`src/rtl/microsequencer_pkg.sv`:
```
// microsequencer_pkg: op encodings shared by the sequencer RTL, the CPU
// microcode field decode and the microassembler tables.
package microsequencer_pkg;

  localparam int OP_W = 3;

  typedef enum logic [OP_W-1:0] {
    OP_NEXT  = 3'd0,  // upc + 1
    OP_JUMP  = 3'd1,  // din
    OP_CALL  = 3'd2,  // push upc + 1, go din
    OP_RET   = 3'd3,  // pop into upc
    OP_CJUMP = 3'd4,  // cond ? din : upc + 1
    OP_CCALL = 3'd5,  // cond ? CALL : NEXT
    OP_LDCTR = 3'd6,  // ctr <- din, upc + 1
    OP_LOOP  = 3'd7   // ctr != 0 ? (ctr - 1, go din) : upc + 1
  } op_e;

endpackage

```
`src/rtl/microsequencer_stack.sv`:
```
// microsequencer_stack: parametrised LIFO holding subroutine return addresses.
//   clock, reset : rising-edge clock, async active-low reset (empties stack)
//   push, pop    : ignored when full / empty respectively; never both at once
//   din          : value pushed
//   top          : most recent entry ('0 when empty)
//   full, empty  : occupancy flags
//   depth        : entries currently held
module microsequencer_stack #(
  parameter int WIDTH = 12,
  parameter int DEPTH = 4
) (
  input  logic                         clock,
  input  logic                         reset,
  input  logic                         push,
  input  logic                         pop,
  input  logic [WIDTH-1:0]             din,
  output logic [WIDTH-1:0]             top,
  output logic                         full,
  output logic                         empty,
  output logic [$clog2(DEPTH+1)-1:0]   depth
);
  import microsequencer_pkg::*;

  localparam int DW = $clog2(DEPTH+1);

  logic [WIDTH-1:0] mem [DEPTH];
  logic             do_push, do_pop;

  assign full    = (depth == DW'(DEPTH));
  assign empty   = (depth == '0);
  assign do_push = push && !full;
  assign do_pop  = pop && !empty;

  always_ff @(posedge clock or negedge reset) begin
    if (!reset)       depth <= '0;
    else if (do_push) depth <= depth + DW'(1);
    else if (do_pop)  depth <= depth - DW'(1);
  end

  // Storage needs no reset: entries above depth are never read.
  // Slot selection by compare avoids indexing with an over-wide depth value.
  always_ff @(posedge clock) begin
    for (int i = 0; i < DEPTH; i++)
      if (do_push && depth == DW'(i)) mem[i] <= din;
  end

  always_comb begin
    top = '0;
    for (int i = 0; i < DEPTH; i++)
      if (depth == DW'(i + 1)) top = mem[i];
  end

endmodule

```
`src/rtl/microsequencer.sv`:
```
// microsequencer: microprogram sequencer driving the CodeROM address.
//   clock, reset : rising-edge clock, async active-low reset
//   op, din, cond: operation, jump/call target or counter value, branch condition
//   stall        : hold all state, op ignored
//   address      : registered micro-PC
//   depth        : return-stack occupancy
//   ctr_zero     : loop counter is zero
//   overflow     : sticky, CALL attempted with full stack
//   underflow    : sticky, RET attempted with empty stack
module microsequencer #(
  parameter int ADDR_WIDTH    = 12,
  parameter int STACK_DEPTH   = 4,
  parameter int COUNTER_WIDTH = 8
) (
  input  logic                                 clock,
  input  logic                                 reset,
  input  logic [2:0]                           op,
  input  logic [ADDR_WIDTH-1:0]                din,
  input  logic                                 cond,
  input  logic                                 stall,
  output logic [ADDR_WIDTH-1:0]                address,
  output logic [$clog2(STACK_DEPTH+1)-1:0]     depth,
  output logic                                 ctr_zero,
  output logic                                 overflow,
  output logic                                 underflow
);
  import microsequencer_pkg::*;

  logic [ADDR_WIDTH-1:0]    upc, upc_inc, upc_nxt, stk_top;
  logic [COUNTER_WIDTH-1:0] ctr, ctr_nxt;
  logic                     push, pop, stk_full, stk_empty;
  logic                     ovf_set, unf_set;
  op_e                      op_sel;

  assign op_sel   = op_e'(op);
  assign upc_inc  = upc + ADDR_WIDTH'(1);  // wraps max -> 0, also for return addr
  assign address  = upc;
  assign ctr_zero = (ctr == '0);

  microsequencer_stack #(
    .WIDTH (ADDR_WIDTH),
    .DEPTH (STACK_DEPTH)
  ) u_stack (
    .clock (clock),
    .reset (reset),
    .push  (push),
    .pop   (pop),
    .din   (upc_inc),
    .top   (stk_top),
    .full  (stk_full),
    .empty (stk_empty),
    .depth (depth)
  );

  // Next-address mux. Stall forces hold: no push/pop, no flag or counter change.
  always_comb begin
    upc_nxt = upc;
    ctr_nxt = ctr;
    push    = 1'b0;
    pop     = 1'b0;
    ovf_set = 1'b0;
    unf_set = 1'b0;
    if (!stall) begin
      upc_nxt = upc_inc;
      unique case (op_sel)
        OP_NEXT: ;
        OP_JUMP: upc_nxt = din;
        OP_CALL: begin
          upc_nxt = din;
          if (stk_full) ovf_set = 1'b1;  // target still taken, return addr dropped
          else          push    = 1'b1;
        end
        OP_RET: begin
          if (stk_empty) unf_set = 1'b1;  // fall through to upc + 1
          else begin
            upc_nxt = stk_top;
            pop     = 1'b1;
          end
        end
        OP_CJUMP: if (cond) upc_nxt = din;
        OP_CCALL: begin
          if (cond) begin
            upc_nxt = din;
            if (stk_full) ovf_set = 1'b1;
            else          push    = 1'b1;
          end
        end
        OP_LDCTR: ctr_nxt = din[COUNTER_WIDTH-1:0];
        OP_LOOP: begin
          // At zero fall through without decrementing.
          if (ctr != '0) begin
            upc_nxt = din;
            ctr_nxt = ctr - COUNTER_WIDTH'(1);
          end
        end
        default: ;
      endcase
    end
  end

  always_ff @(posedge clock or negedge reset) begin
    if (!reset) begin
      upc       <= '0;
      ctr       <= '0;
      overflow  <= 1'b0;
      underflow <= 1'b0;
    end else begin
      upc       <= upc_nxt;
      ctr       <= ctr_nxt;
      overflow  <= overflow | ovf_set;
      underflow <= underflow | unf_set;
    end
  end

endmodule

```
`config.mk`:
```
export PLATFORM = sky130hd
export DESIGN_NAME = microsequencer
export DESIGN_NICKNAME = d
export VERILOG_FILES = /design/src/rtl/microsequencer_pkg.sv /design/src/rtl/microsequencer_stack.sv /design/src/rtl/microsequencer.sv
export SDC_FILE = /design/constraint.sdc
export NUM_CORES = 1
export LEC_CHECK = 0
export ABC_AREA = 0
export CORE_MARGIN = 10
export CORE_UTILIZATION = 52
export DETAILED_ROUTE_END_ITERATION = 16
export PLACE_DENSITY = 0.76
export SETUP_SLACK_MARGIN = 0.05
export SLEW_MARGIN = 15
export SYNTH_ARGS = -nofsm -noshare
export SYNTH_HDL_FRONTEND = slang
export SYNTH_SLANG_ARGS = --single-unit
```
`constraint.sdc`:
```
create_clock -name clock -period 2.4 [get_ports clock]
set_input_delay 0.48 -clock clock [delete_from_list [all_inputs] [get_ports clock]]
set_output_delay 0.48 -clock clock [all_outputs]
set_load 0.01 [all_outputs]
```
==> flow_metrics.py, run 1 <==
metrics = {
    "run_status": {
        "outcome": "complete, no violations",
    },
    "critical_path": {
        "startpoint_type": "register",
        "crit_type": "register to primary output",
        "arrival_ns": 1.78,
        "end_kind": "primary output",
        "cp_data_required_time_ns": 1.92,
        "cp_max_fo": 3,
    },
    "placement": {
        "placed_area_sq_um": 4579,
        "port_buffers": 36,
        "place.gp.congestion": 0.8939,
        "dp_hpwl_microns": 7714,
    },
    "power": {
        "p_per_area_nw_per_um2": 922.6,
        "switching_share": 0.3571,
        "peakVddDrop_v": 0.0005291,
        "combPwrFrac": 0.373,
        "seq_power_share": 0.383,
        "leakagePower_nw": 1.863,
        "internal_power_w": 0.002851,
        "p_clk_frac": 0.244,
        "p_sw_w": 0.001584,
    },
    "synth": {
        "yosysUniqueCellTypes": 63,
        "yosysWarnings": 0,
        "synthFlopType": "edfxtp_1",
        "syn-mean-instance-area_sq_um": 10.67,
        "async_reset_ff_frac": 0.3425,
        "yosys-top-cells-area": "edfxtp_1 (37%), dfrtp_1 (16%), nand2_1 (3.5%), a21oi_1 (3.2%), ha_1 (2.6%)",
        "synthCells": 363,
        "netlist_area_sq_um": 3872,
        "synth_seq_cells": 73,
        "netlist.area_leader.share": 0.3722,
        "seq_area_frac_synth": 0.5338,
        "synth_top_cell_by_area": "edfxtp_1",
        "synth_nets": 390,
        "synth_edf_count": 48,
    },
    "drt": {
        "dr.max_layer_used": "met4",
        "ant_nets": 0,
        "drc": 0,
        "vias": 3232,
        "avgRoutedWirePerCell_microns": 19.57,
        "wl_met3_microns": 815,
        "via_per_inst": 6.030,
        "drt_pass1_iterations": 5,
        "met2_wirelength_microns": 4979,
        "drtIter0Drc": 299,
        "wl_met1_microns": 4510,
        "routed_wl_microns": 10490,
    },
    "clock_tree": {
        "clock-root-buffer": "clkbuf_8",
        "cts_max_path_buffers": 2,
        "clkTransAtPathRegs_ns": 0.08,
        "htree_levels": 3,
        "cts_sinks": 73,
        "cts_tree": "built",
        "cts_inserted_buffers": 9,
        "ctsHoldBuffers": 0,
        "clock_latency_ns": 0.35,
    },
    "sta": {
        "post-route-period-util": 0.9420,
        "fin_setup_tns_ns": 0,
        "hold_viol": 0,
        "tightestPinTransition_ns": 0.7467,
        "maxSlewViolCount": 0,
        "max_clock_freq_mhz": 442.3,
        "clock-skew-final_ns": 0.007536,
        "slew_headroom": 0.5011,
        "setup_viol": 0,
        "period_needed_ns": 2.261,
        "rsz0062_at_grt": "no",
    },
    "die": {
        "die_h_microns": 106.3,
        "die_area_sq_um": 11300,
        "fp.dieW_microns": 106.3,
        "rows": 31,
        "core_sq_um": 7253,
        "ios": 37,
        "initial_core_util": 0.5339,
    },
    "global_routing": {
        "grt_antenna_before_repair": 0,
        "grt_pass1_wl_microns": 16730,
        "grt_start_max_net_pins": 26,
        "grt_pass1_vias": 3151,
        "grt_usage": 0.1880,
        "grt-ovfl-total": 0,
    },
    "hold_path": {
        "min_path_type": "register to register",
    },
    "final_layout": {
        "final_common_cell": "edfxtp_1",
        "final_layout_size_suffix_gt1_frac": 0.1716,
        "nets": 459,
        "final_cell_mix": "edfxtp_1 (48), buf_4 (41), nand2_1 (36), clkdlybuf4s50_1 (35)",
        "synthToLayoutAreaGrowth_pct": 24.14,
        "antenna_cells_inserted": 0,
        "design_area_sq_um": 4807,
    },
    "job": {
        "max-cap-violations": 0,
    },
}
[sequential cells by signal (all words and copies together) (netlist names)]
register,count
u_stack.mem,48
address,12
ctr,8
u_stack.depth,3
overflow,1
underflow,1
[logic make-up after synthesis]
| family | count (synthesis) | synth area share |
|---|---|---|
| simple gates | 121 | 0.1616 |
| compound gates | 110 | 0.2013 |
| flops | 73 | 0.5338 |
| buf+inv | 34 | 0.03716 |
| xor+xnor | 13 | 0.02940 |
| fa+ha+maj | 8 | 0.02585 |
| mux | 4 | 0.01099 |
[worst paths after layout]
| path | start | cells after the start | slack (ns) | to |
|---|---|---|---|---|
| max | ctr[0] | 6 | 0.14 | ctr_zero |
| min | overflow | 1 | 0.48 | overflow |
| max reg2reg | ctr[0] | 8 | 0.24 | address[8] |
| min reg2reg | overflow | 1 | 0.48 | overflow |
| max in group asynchronous | reset | 2 | 1.62 | address[1] |
| min in group asynchronous | reset | 2 | 0.50 | u_stack.depth[0] |
[cells in the mapped netlist, types with 3 or more instances]
cell type / instances
edfxtp_1: 48
nand2_1: 36
nor2_1: 26
a21oi_1: 25
dfrtp_1: 25
o21ai_0: 17
inv_1: 15
clkbuf_1: 11
nor3_1: 10
ha_1: 8
nand3_1: 8
a221o_1: 7
o211ai_1: 7
xnor2_1: 7
a21o_1: 6
xor2_1: 6
a221oi_1: 5
nor2b_1: 5
nor3b_1: 5
o21bai_1: 5
a32oi_1: 4
and2_1: 4
buf_2: 4
nand3b_1: 4
a22o_1: 3
a22oi_1: 3
a31oi_1: 3
a32o_1: 3
and3_1: 3
o22ai_1: 3
o2bb2ai_1: 3
[power groups by stage]
stage                     clock network (W)  logic (W)  registers (W)
after global routing                0.00115    0.00179        0.00172
after global placement                    0    0.00159        0.00171
after floorplan                           0   0.000921        0.00174
after detailed placement                  0    0.00163        0.00172
final                               0.00108    0.00165        0.00170
after CTS                           0.00110    0.00165        0.00170
[metal layers]
| layer | up-vias | track usage |
|---|---|---|
| li1 | 1506 | - |
| met2 | 155 | 0.2937 |
| met4 | 0 | 0.07930 |
| met1 | 1555 | 0.2432 |
| met5 | - | 0 |
| met3 | 16 | 0.04710 |
[final cells by class]
type	count	area, sq um
Clock buffer	10	127.6
Tap cell	99	123.9
Timing Repair Buffer	77	663.1
Multi-Input combinational cell	256	1679
Sequential cell	73	2067
Fill cell	585	2446
Inverter	15	56.30
Clock inverter	6	90.09
[per-stage QoR]
stage	instances	setup slack, ns	util	hold WS, ns	power, W
6_report	536	0.1391	0.6628	0.4789	0.004435
5_1_grt	536	0.05247	0.6628	0.5130	0.004660
4_1_cts	536	0.1150	0.6624	0.4771	0.004440
3_5_place_dp	519	-0.04307	0.6314	0.4547	0.003348
3_3_place_gp	519	-0.02806	0.6314	0.4511	0.003298
2_1_floorplan	363	0.1561	-	0.1844	0.002657
[worst max-delay path: stages (launching register included)]
cell and delay [ns]:
dfrtp_1 0.40, inv_2 0.07, ha_2 0.17, or3b_4 0.37
or2_4 0.25, inv_1 0.05, buf_2 0.12
[repair_timing]
| item | CTS | global route |
|---|---|---|
| setup endpoints to repair | 1 | 2 |
| pin swaps | 1 | 0 |
| buffers inserted | 1 | 0 |
| gates resized for setup | 7 | 2 |
Power figures use the tool's default switching activity.
==> run 2: changes to the inputs <==
- MAX_ROUTING_LAYER: not set -> met4
==> run 2 against run 1 <==
Maximum frequency about the same. Sequential power about the same. Cell area unchanged. Utilization unchanged. Worst setup slack got worse by 0.0018 ns. Clock power about the same. Total power decreased by 0.14%. First-iteration DRC count increased by 3.0%. Final cell count unchanged. Via count increased by 1.2%. Highest routed layer unchanged.
==> flow_metrics.py, run 2 (same netlist as run 1, synthesis figures left out) <==
metrics = {
    "die": {
        "initial_core_util": 0.5339,
        "rows": 31,
        "ios": 37,
        "die_area_sq_um": 11300,
        "core_sq_um": 7253,
        "fp.dieW_microns": 106.3,
        "die_h_microns": 106.3,
    },
    "drt": {
        "ant_nets": 0,
        "drc": 0,
        "routed_wl_microns": 10460,
        "vias": 3270,
        "avgRoutedWirePerCell_microns": 19.51,
        "drt_pass1_iterations": 5,
        "drtIter0Drc": 308,
        "via_per_inst": 6.101,
    },
    "critical_path": {
        "arrival_ns": 1.78,
        "startpoint_type": "register",
        "path_cells": "inv_2 -> ha_2 -> or3b_4 -> or2_4 -> inv_1 -> buf_2",
        "r2r_start": "u_stack.depth[1]",
        "crit_type": "register to primary output",
        "cp_data_required_time_ns": 1.92,
        "max_stage_delay_ns": 0.40,
        "cp_max_fo": 3,
        "end_kind": "primary output",
        "crit_start": "ctr[0]",
        "crit_slowest_cell": "dfrtp_1",
    },
    "placement": {
        "dp.cells": 519,
        "place.gp.congestion": 0.9090,
        "dp_hpwl_microns": 7714,
        "dp_slack_ns": -0.04307,
        "port_buffers": 36,
    },
    "clock_tree": {
        "clock-root-buffer": "clkbuf_8",
        "clkTransAtPathRegs_ns": 0.08,
        "clock_latency_ns": 0.36,
        "cts_tree": "built",
        "cts_inserted_buffers": 9,
        "htree_levels": 3,
        "cts_max_path_buffers": 2,
        "cts_sinks": 73,
        "ctsHoldBuffers": 0,
    },
    "job": {
        "max-cap-violations": 0,
    },
    "global_routing": {
        "grt-ovfl-total": 0,
        "grt_antenna_before_repair": 0,
        "grt_usage": 0.1935,
        "grt_start_max_net_pins": 26,
        "grt_pass1_wl_microns": 16730,
        "grt_pass1_vias": 3169,
    },
    "sta": {
        "rsz0062_at_grt": "no",
        "maxSlewViolCount": 0,
        "setup_viol": 0,
        "hold_viol": 0,
        "slew_headroom": 0.5103,
        "post-route-period-util": 0.9428,
        "period_needed_ns": 2.263,
        "clock-skew-final_ns": 0.007422,
        "max_clock_freq_mhz": 441.9,
        "fin_setup_tns_ns": 0,
        "postLayoutSetupSlackWorst_ns": 0.1373,
        "tightestPinTransition_ns": 0.7329,
    },
    "final_layout": {
        "synthToLayoutAreaGrowth_pct": 24.14,
        "final_cells": 536,
        "nets": 459,
        "final_cell_mix": "edfxtp_1 (48), buf_4 (41), nand2_1 (36), clkdlybuf4s50_1 (35)",
        "largest_reg_flops": 48,
        "fin_util": 0.6628,
        "antenna_cells_inserted": 0,
        "regMostFlops": "u_stack.mem",
        "final_common_cell": "edfxtp_1",
        "final_layout_size_suffix_gt1_frac": 0.1716,
    },
    "hold_path": {
        "min_path_type": "register to register",
        "hold_start": "underflow",
    },
    "power": {
        "power_w": 0.004429,
        "leakagePower_nw": 1.863,
        "peakVddDrop_v": 0.0005301,
        "p_per_area_nw_per_um2": 921.4,
    },
    "run_status": {
        "outcome": "complete, no violations",
    },
}
-- run 2: cell counts in the layout (fill, tap and decap cells not counted) --
Identical to the previous run, type by type.
-- run 2: cell type report --
| class | instances | area (sq um) |
|---|---|---|
| clock inverter | 6 | 90.09 |
| sequential | 73 | 2067 |
| clock buffer | 10 | 127.6 |
| timing repair buffer | 77 | 663.1 |
| multi-input combinational | 256 | 1679 |
| fill | 585 | 2446 |
| inverter | 15 | 56.30 |
| tap | 99 | 123.9 |
-- run 2: worst paths after layout --
path | endpoint | slack, ns | cells past startpoint
setup / recovery | ctr_zero | 0.14 | 6
setup reg to reg | address[10] | 0.24 | 8
min in group asynchronous | u_stack.depth[0] | 0.50 | 2
max in group asynchronous | address[1] | 1.62 | 2
hold reg to reg | underflow | 0.48 | 1
hold / removal | underflow | 0.48 | 1
-- run 2: stage by stage --
| stage | hold WS (ns) | instance area (sq um) |
|---|---|---|
| 2_1_floorplan | 0.1844 | 3882 |
| 3_3_place_gp | 0.4511 | 4579 |
| 3_5_place_dp | 0.4547 | 4579 |
| 4_1_cts | 0.4771 | 4805 |
| 5_1_grt | 0.5130 | 4807 |
| 6_report | 0.4788 | 4807 |
-- run 2: power by group --
group	leakage [nW]	switching [W]	internal [W]	total, W
logic	1.02	0.000933	0.000713	0.00165
registers	0.739	0.000151	0.00155	0.00170
clock network	0.107	0.000494	0.000589	0.00108
total	1.86	0.00158	0.00285	0.00443
-- run 2: timing repair --
action / 4_1_cts / 5_1_grt
buffers inserted: 1 / 0
pin swaps: 1 / 0
setup endpoints to repair: 1 / 2
resized for setup: 7 / 2
-- run 2: critical path, delay by kind of cell, from the launching register on --
| kind | cells | cell delay, ns |
|---|---|---|
| adders and majority gates | 1 | 0.17 |
| buffers and inverters | 3 | 0.24 |
| DFF | 1 | 0.40 |
| and+or+nand+nor | 2 | 0.62 |
-- run 2: metal layers --
metal  track usage  vias to the layer above  share of wire
li1              -                     1505              -
met1        0.2447                     1583           0.44
met2        0.2933                      161           0.48
met3       0.04529                       21          0.067
met4       0.07930                        0          0.018
met5             -                        -              0
